$ cat src/rtl/interact_bank.sv
// interact_bank: strided APF bridge settings bank with read-back, per-register
// change strobes and a programmable core-reset pulse generator (clk_74a domain).
// Optional build macro INTERACT_BANK_SHADOW_EN: data writes go to shadows and
// are committed to live by a command write with bit1 set; command bit0 forces
// a reset pulse. Without the macro, writes go straight to live and any command
// write forces a reset pulse.

// One register slot: live value, optional shadow, change strobe, reset trigger.
module interact_bank_slot #(
    parameter int REG_W  = 32,
    parameter bit RST_EN = 1'b1
) (
    input  logic             clk_74a,
    input  logic             reset,
    input  logic             wr_en,
    input  logic             commit,
    input  logic [REG_W-1:0] wr_data,
    output logic [REG_W-1:0] live_q,
    output logic [REG_W-1:0] rd_val,
    output logic             changed_q,
    output logic             trig
);
`ifdef INTERACT_BANK_SHADOW_EN
    logic [REG_W-1:0] shadow_q;
    logic             pend_q;

    // Capture writes into the shadow; move pending shadow to live on commit.
    // A commit and a data write never coincide: they decode to different
    // addresses of the same single-access bus.
    always_ff @(posedge clk_74a) begin
        if (reset) begin
            live_q    <= '0;
            shadow_q  <= '0;
            pend_q    <= 1'b0;
            changed_q <= 1'b0;
        end else begin
            changed_q <= 1'b0;
            if (commit && pend_q) begin
                live_q    <= shadow_q;
                changed_q <= 1'b1;
                pend_q    <= 1'b0;
            end
            if (wr_en) begin
                shadow_q <= wr_data;
                pend_q   <= 1'b1;
            end
        end
    end

    // Host reads see what it last wrote, committed or not.
    assign rd_val = shadow_q;
    assign trig   = RST_EN && commit && pend_q;
`else
    logic unused_commit;
    assign unused_commit = commit;

    // Writes land directly in live; strobe fires even if the value is unchanged.
    always_ff @(posedge clk_74a) begin
        if (reset) begin
            live_q    <= '0;
            changed_q <= 1'b0;
        end else begin
            changed_q <= wr_en;
            if (wr_en) live_q <= wr_data;
        end
    end

    assign rd_val = live_q;
    assign trig   = RST_EN && wr_en;
`endif
endmodule

module interact_bank #(
    parameter int                  NUM_REGS     = 8,
    parameter int                  REG_W        = 32,
    parameter logic [31:0]         ADDR_BASE    = 32'hF000_0000,
    parameter int                  STRIDE_LOG2  = 24,
    parameter logic [NUM_REGS-1:0] RESET_MASK   = '1,
    parameter int                  RESET_CYCLES = 8000
) (
    input  logic                      clk_74a,
    input  logic                      reset,
    input  logic [31:0]               bridge_addr,
    input  logic                      bridge_wr,
    input  logic [31:0]               bridge_wr_data,
    input  logic                      bridge_rd,
    output logic [31:0]               bridge_rd_data,
    output logic [NUM_REGS*REG_W-1:0] regs_flat,
    output logic [NUM_REGS-1:0]       reg_changed,
    output logic                      core_reset_req
);
    localparam logic [31:0] STRIDE_MASK = (32'd1 << STRIDE_LOG2) - 32'd1;
    localparam logic [23:0] RST_LOAD    = 24'(RESET_CYCLES);

    logic [31:0]                    off;
    logic [31:0]                    idx;
    logic                           hit;
    logic                           cmd_wr;
    logic                           commit;
    logic                           trigger;
    logic [NUM_REGS-1:0]            slot_wr;
    logic [NUM_REGS-1:0]            slot_trig;
    logic [NUM_REGS-1:0]            slot_chg;
    logic [NUM_REGS-1:0][REG_W-1:0] slot_live;
    logic [NUM_REGS-1:0][REG_W-1:0] slot_rd;
    logic [23:0]                    rst_cnt_q;
    logic [31:0]                    rd_next;
    logic [31:0]                    rd_q;
    logic                           unused_wr_data;

    // Window decode: aligned to the stride and inside command + data slots.
    // Addresses below the base wrap to huge offsets and miss.
    assign off    = bridge_addr - ADDR_BASE;
    assign idx    = off >> STRIDE_LOG2;
    assign hit    = ((off & STRIDE_MASK) == 32'd0) && (idx < 32'(NUM_REGS + 1));
    assign cmd_wr = bridge_wr && hit && (idx == 32'd0);

    genvar i;
    generate
        for (i = 0; i < NUM_REGS; i++) begin : g_slot
            assign slot_wr[i] = bridge_wr && hit && (idx == 32'(i + 1));

            interact_bank_slot #(
                .REG_W (REG_W),
                .RST_EN(RESET_MASK[i])
            ) u_slot (
                .clk_74a  (clk_74a),
                .reset    (reset),
                .wr_en    (slot_wr[i]),
                .commit   (commit),
                .wr_data  (bridge_wr_data[REG_W-1:0]),
                .live_q   (slot_live[i]),
                .rd_val   (slot_rd[i]),
                .changed_q(slot_chg[i]),
                .trig     (slot_trig[i])
            );
        end
    endgenerate

`ifdef INTERACT_BANK_SHADOW_EN
    assign commit  = cmd_wr && bridge_wr_data[1];
    assign trigger = (cmd_wr && bridge_wr_data[0]) || (|slot_trig);
`else
    assign commit  = 1'b0;
    assign trigger = cmd_wr || (|slot_trig);
`endif

    // Upper write-data bits only matter for wide registers / command bits.
    assign unused_wr_data = ^bridge_wr_data;

    // Reset pulse counter: trigger (re)loads, otherwise count down to zero.
    always_ff @(posedge clk_74a) begin
        if (reset)                rst_cnt_q <= '0;
        else if (trigger)         rst_cnt_q <= RST_LOAD;
        else if (rst_cnt_q != '0) rst_cnt_q <= rst_cnt_q - 24'd1;
    end

    assign core_reset_req = (rst_cnt_q != '0);

    // Read mux from current (pre-write) state; misses return zero.
    always_comb begin
        rd_next = 32'd0;
        if (hit) begin
            if (idx == 32'd0) rd_next = {31'b0, core_reset_req};
            for (int k = 0; k < NUM_REGS; k++)
                if (idx == 32'(k + 1)) rd_next = 32'(slot_rd[k]);
        end
    end

    // Registered read data, held while no read is issued.
    always_ff @(posedge clk_74a) begin
        if (reset)          rd_q <= 32'd0;
        else if (bridge_rd) rd_q <= rd_next;
    end

    assign bridge_rd_data = rd_q;
    assign regs_flat      = slot_live;
    assign reg_changed    = slot_chg;
endmodule

$ cat config.mk
export PLATFORM = sky130hd
export DESIGN_NAME = interact_bank
export DESIGN_NICKNAME = d
export VERILOG_FILES = /design/src/rtl/interact_bank.sv
export SDC_FILE = /design/constraint.sdc
export NUM_CORES = 1
export LEC_CHECK = 0
export BUFFER_PORTS_ARGS = -buffer_cell sky130_fd_sc_hd__buf_2
export CAP_MARGIN = 0
export CORE_UTILIZATION = 45
export CTS_CLUSTER_SIZE = 24
export DETAILED_ROUTE_END_ITERATION = 6
export PLACE_DENSITY = 0.68
export SETUP_SLACK_MARGIN = 0.15
export SLEW_MARGIN = 20
export SYNTH_ARGS = -nofsm -noshare
export SYNTH_HDL_FRONTEND = slang
export SYNTH_HIERARCHICAL = 1
export SYNTH_SLANG_ARGS = --single-unit
$ cat constraint.sdc
create_clock -name clk_74a -period 3 [get_ports clk_74a]
set_clock_uncertainty 0.05 [all_clocks]
set_input_delay 0.15 -clock clk_74a [delete_from_list [all_inputs] [get_ports clk_74a]]
set_output_delay 0.15 -clock clk_74a [all_outputs]
set_load 0.005 [all_outputs]
== Yosys cells after proc, flatten, opt, wreduce, memory -nomap -nowiden ==
Cells that the tools add are included.
Operators by class
  add/subtract/negate cells: 2
  order comparisons: 1
  equal/unequal tests: 8
  multiplexer cells: 12
  reduce and logical (&&, ||, !) cells: 18
Operator list (count)
  $mux 32: 9
  $logic_not 32->1: 2
  $eq 8x3->1 const B: 4
  $sub 32x32->32 const B: 1
  $mux 13: 2
  $reduce_bool 24->1: 1
  $sub 24x1->24 const B: 1
  $eq 8x2->1 const B: 2
  $logic_and 1x1->1: 11
  $eq 8x1->1 const B: 1
  $eq 8x4->1 const B: 1
  $lt 8x4->1 const B: 1
  $reduce_or 8->1: 1
  $reduce_bool 2->1: 1
  $reduce_or 2->1: 1
  $logic_or 1x1->1: 1
  $mux 1: 1
Storage, ports and cells
  bits in registers: 320
  word-level logic and storage cells: 60

== Logic depth before layout (Yosys ltp) ==
  depth in word-level cells: 12
  gate-level depth with buffers: 13
  mapped depth without buffers: 9

== Cells and area by module ==
The synthesis kept the hierarchy.
Modules (own cells, without submodules)
  interact_bank_slot: instances 8, cells an instance 139, area each 1450.1 um^2, seq. area each 660.6 um^2
  interact_bank: instances 1, cells an instance 603, area each 4699.5 um^2, seq. area each 1121.1 um^2

== Worst setup path after synthesis ==
OpenSTA, ideal clock, no wires.
  path type: in2reg
  start point: in bridge_addr[12]
  end point: reg rst_cnt_q[0]
  setup time: 118 ps
  data arrival time: 2315 ps
  data required time: 2832 ps
  setup slack: 517 ps
  stages on the path: 12
  buffers on the path: 3
  cell sequence: nor4_1 nand3b_1 or3_1 or3_1 nor2_1 buf_4 nor4_1 nand2_1 a211o_1 buf_2 buf_2 nor2_1
On the way
  cells in the longest elaborated chain, start to end: 8
  elaborated cells on any way between the ends: 26
  classes of those cells: 1 x add/sub; 1 x order compare; 8 x eq/ne; 16 x reduce/logical
Ends and longest elaborated chain
  start, declared: RTL line 83  | input logic [31:0] bridge_addr,
  $sub 32x32->32 *: RTL line 113  | assign off = bridge_addr - ADDR_BASE;
  $lt 8x4->1 or $logic_not 32->1 (tied branches): RTL line 115  | assign hit = ((off & STRIDE_MASK) == 32'd0) && (idx < 32'(NUM_REGS + 1));
  $logic_and 1x1->1: RTL line 115
  $logic_and 1x1->1: RTL line 121  | assign slot_wr[i] = bridge_wr && hit && (idx == 32'(i + 1));
  $logic_and 1x1->1 *: RTL line 121
  net slot_wr[0]: RTL line 101  | logic [NUM_REGS-1:0] slot_wr;
  $reduce_or 8->1 *: RTL line 145  | assign trigger = cmd_wr || (|slot_trig);
  $logic_or 1x1->1 *: RTL line 145
  $reduce_or 2->1 (no source line) *
  end signal, assigned: RTL line 155  | else if (rst_cnt_q != '0) rst_cnt_q <= rst_cnt_q - 24'd1;
  end, declared: RTL line 106  | logic [23:0] rst_cnt_q;
The timed path passes the listed nets; every way through them passes the cells marked *.
A chain may end at the register's enable or synchronous reset.

== Final worst setup path ==
  start point: reg rst_cnt_q[15]
  end point: out core_reset_req
On the way
  cells in the longest elaborated chain, start to end: 1
Ends and longest elaborated chain
  $reduce_bool 24->1: RTL line 158  | assign core_reset_req = (rst_cnt_q != '0);
  end, declared: RTL line 90  | output logic core_reset_req
Every way passes these cells.

==> key figures <==
Status
  • Run status: finished with violations
  • Failing checks: negative hold slack

Clocking
  • H-Tree Depth: 2
  • CTS sink count: 320
  • Root buffer cell: clkbuf_16
  • Post-CTS setup buffer count: 0
  • TritonCTS Buffers: 37
  • CTS hold repair buffers: 28
  • Clock transition at path regs: 0.06 ns
  • Clk_lat worst skew: 0.51 ns
  • CTS-repair resized insts: 0
  • Clock Path Buffers: 3
  • CTS tree: built

Power and ir drop
  • Peak supply drop: 0.535 mV
  • Sequential fraction of design power: 44.1%
  • Internal power: 7.49 mW
  • Pwr Total: 10.3 mW
  • Static Leak: 7.33 nW
  • NetSw: 2.78 mW
  • Pwr Density: 575 nW/um^2
  • Clock share of power: 41.1%
  • Switching part of the total power: 27.1%
  • Combinational share of power: 14.8%

Hold path
  • Hold path depth: 2
  • Hold Crit Class: in -> reg

STA
  • Setup TNS: 0 ns
  • Worst hold slack: -0.0198 ns
  • Slew Viols, Final: 0
  • Max_slew headroom: 43.8%
  • Final setup viols: 0
  • Worst-margin pin slew: 0.843 ns
  • Final hold violation count: 5
  • Peak Freq: 0.381 GHz
  • RSZ-0062 raised after global routing: no
  • Final Cycle Share: 87.4%
  • Final Critical Period: 2.62 ns

Route
  • Routed WL per cell: 21.8 um
  • Antenna-violating nets left: 0
  • Residual DRC count: 0
  • Routed vias: 12600
  • TritonRoute pass-1 iters: 5
  • Routed wire length: 50300 um
  • DR vias/cell: 5.47
  • DRT iter0 DRCs: 755

Critical path
  • Crit-path max FO: 12
  • Crit-path max cell delay: 0.46 ns
  • Worst setup EP type: primary output
  • CP required: 2.80 ns
  • WP data arrival: 2.42 ns
  • Slowest stage cell, crit path: nor4_1
  • CP Buf/Inv Count: 3
  • WP depth: 6
  • Critical path, cell by cell: nor4_1, nand4_1, nor2_1, buf_4, inv_2, buf_2
  • Worst R2R Path Depth: 7
  • Critical path's top delay family: simple AND/OR/NAND/NOR gates
  • Worst setup SP type: flip-flop
  • CP Class: reg -> out

Placed design
  • I/O Buffers: 364
  • Routability cong.: 0.842
  • DPL Wire Length: 34900 um

Global routing
  • Gr ovfl total: 0
  • Vias in the first global route: 12200
  • Initial antenna violation count: 0
  • Global-route wire length before repair: 74100 um
  • GRT Util Overall: 26.3%
  • Largest net degree at the start of global routing: 114

Job
  • Max_cap viols: 0

Synthesis
  • Avg Cell Area, Syn: 9.51 um^2
  • Mapped Nets: 1784
  • Ys Warns: 6
  • Cells after Synth: 1714
  • Post-Synthesis Cell Area: 16300 um^2

Finish
  • Nets: 1898
  • Share of post-route cells with drive strength above 1: 29.6%
  • Area Overhead vs Synth: 9.67%
  • Fin util: 50.2%
  • Diodes inserted: 0

Floorplan
  • Starting density of the core: 45.8%
  • Die Y: 192 um
  • Core Rows: 69
  • Die width: 192 um
  • Core ar.: 35600 um^2
  • Die Footprint: 37000 um^2
  • I/O pin cnt: 365
[final timing paths]
check,start,to,slack (ns)
setup / recovery,rst_cnt_q[15],core_reset_req,0.38
hold / removal,reset,g_slot[3].u_slot/live_q[31],-0.02
setup reg to reg,rst_cnt_q[15],bridge_rd_data[0],0.74
hold reg to reg,bridge_rd_data[15],bridge_rd_data[15],0.41
[cell type report]
| cell class | count | area (um^2) |
|---|---|---|
| fillers | 3343 | 17700 |
| inverters | 17 | 63.8 |
| clock inverters | 6 | 82.6 |
| repair buffers | 453 | 2740 |
| clock buffers | 52 | 1010 |
| well taps | 461 | 577 |
| multi-input cells | 999 | 7000 |
| flip-flops and latches | 320 | 6410 |
[flip-flops by register name, indices dropped and copies added, names as in the netlist]
| register | cells |
|---|---|
| g_slot.u_slot/live_q | 256 |
| bridge_rd_data | 32 |
| rst_cnt_q | 24 |
| g_slot.u_slot/changed_q | 8 |
[cells in the final DEF, fill, tap and decap left out, types with 3 or more instances in the layout]
cell type        n
buf_2          362
dfxtp_1        320
mux2i_1        289
nor2_1         278
nand2_1         54
buf_4           49
o21ai_0         40
clkbuf_16       37
a221oi_1        36
mux2_2          30
dlygate4sd3_1   28
nand2b_1        26
a21oi_1         25
o22ai_1         21
nor2_2          18
a22oi_1         17
inv_1           16
nor4_1          13
buf_12          13
nor2b_1         12
clkbuf_1        12
a32o_1          10
o22a_1           9
o32ai_1          9
a31oi_1          9
xnor2_1          9
nor3_1           6
nand3_1          6
o31ai_1          6
nor2_4           6
or4_1            6
nand4_1          5
or3_1            5
a22o_1           4
nor3_2           3
o21a_1           3
nor4b_1          3
xor2_1           3
clkbuf_8         3
clkinv_2         3
[worst reg2reg max path, cell delays in order (launching register included)]
cell and delay (ns):
dfxtp_1 0.37, nor4_1 0.46, nand4_1 0.32, nor2_1 0.27, buf_4 0.22, inv_2 0.11
o21ai_0 0.18, a311oi_1 0.12
[metal layers]
| layer | part of all wire (%) | track usage (%) |
|---|---|---|
| met4 | 3.4 | 9.39 |
| met3 | 8.7 | 6.26 |
| met1 | 41 | 33.4 |
| met5 | 0 | 0 |
| met2 | 47 | 43.3 |
[power by group through the flow]
stage               Combinational (mW)  Clock, mW  Sequential (mW)
CTS                               1.51       4.30             4.53
global route                      1.67       4.45             4.55
detailed placement                1.47          0             4.62
floorplan                         1.08          0             4.59
global placement                  1.45          0             4.61
finish                            1.52       4.22             4.53
[per-stage QoR]
stage	instance area, um^2	cells	setup WS (ns)
2_1_floorplan	16300	1714	0.517
3_3_place_gp	16500	2222	0.305
3_5_place_dp	16500	2222	0.253
4_1_cts	17900	2308	0.362
5_1_grt	17900	2308	0.207
6_report	17900	2308	0.378
(Power assumes the default switching activity.)
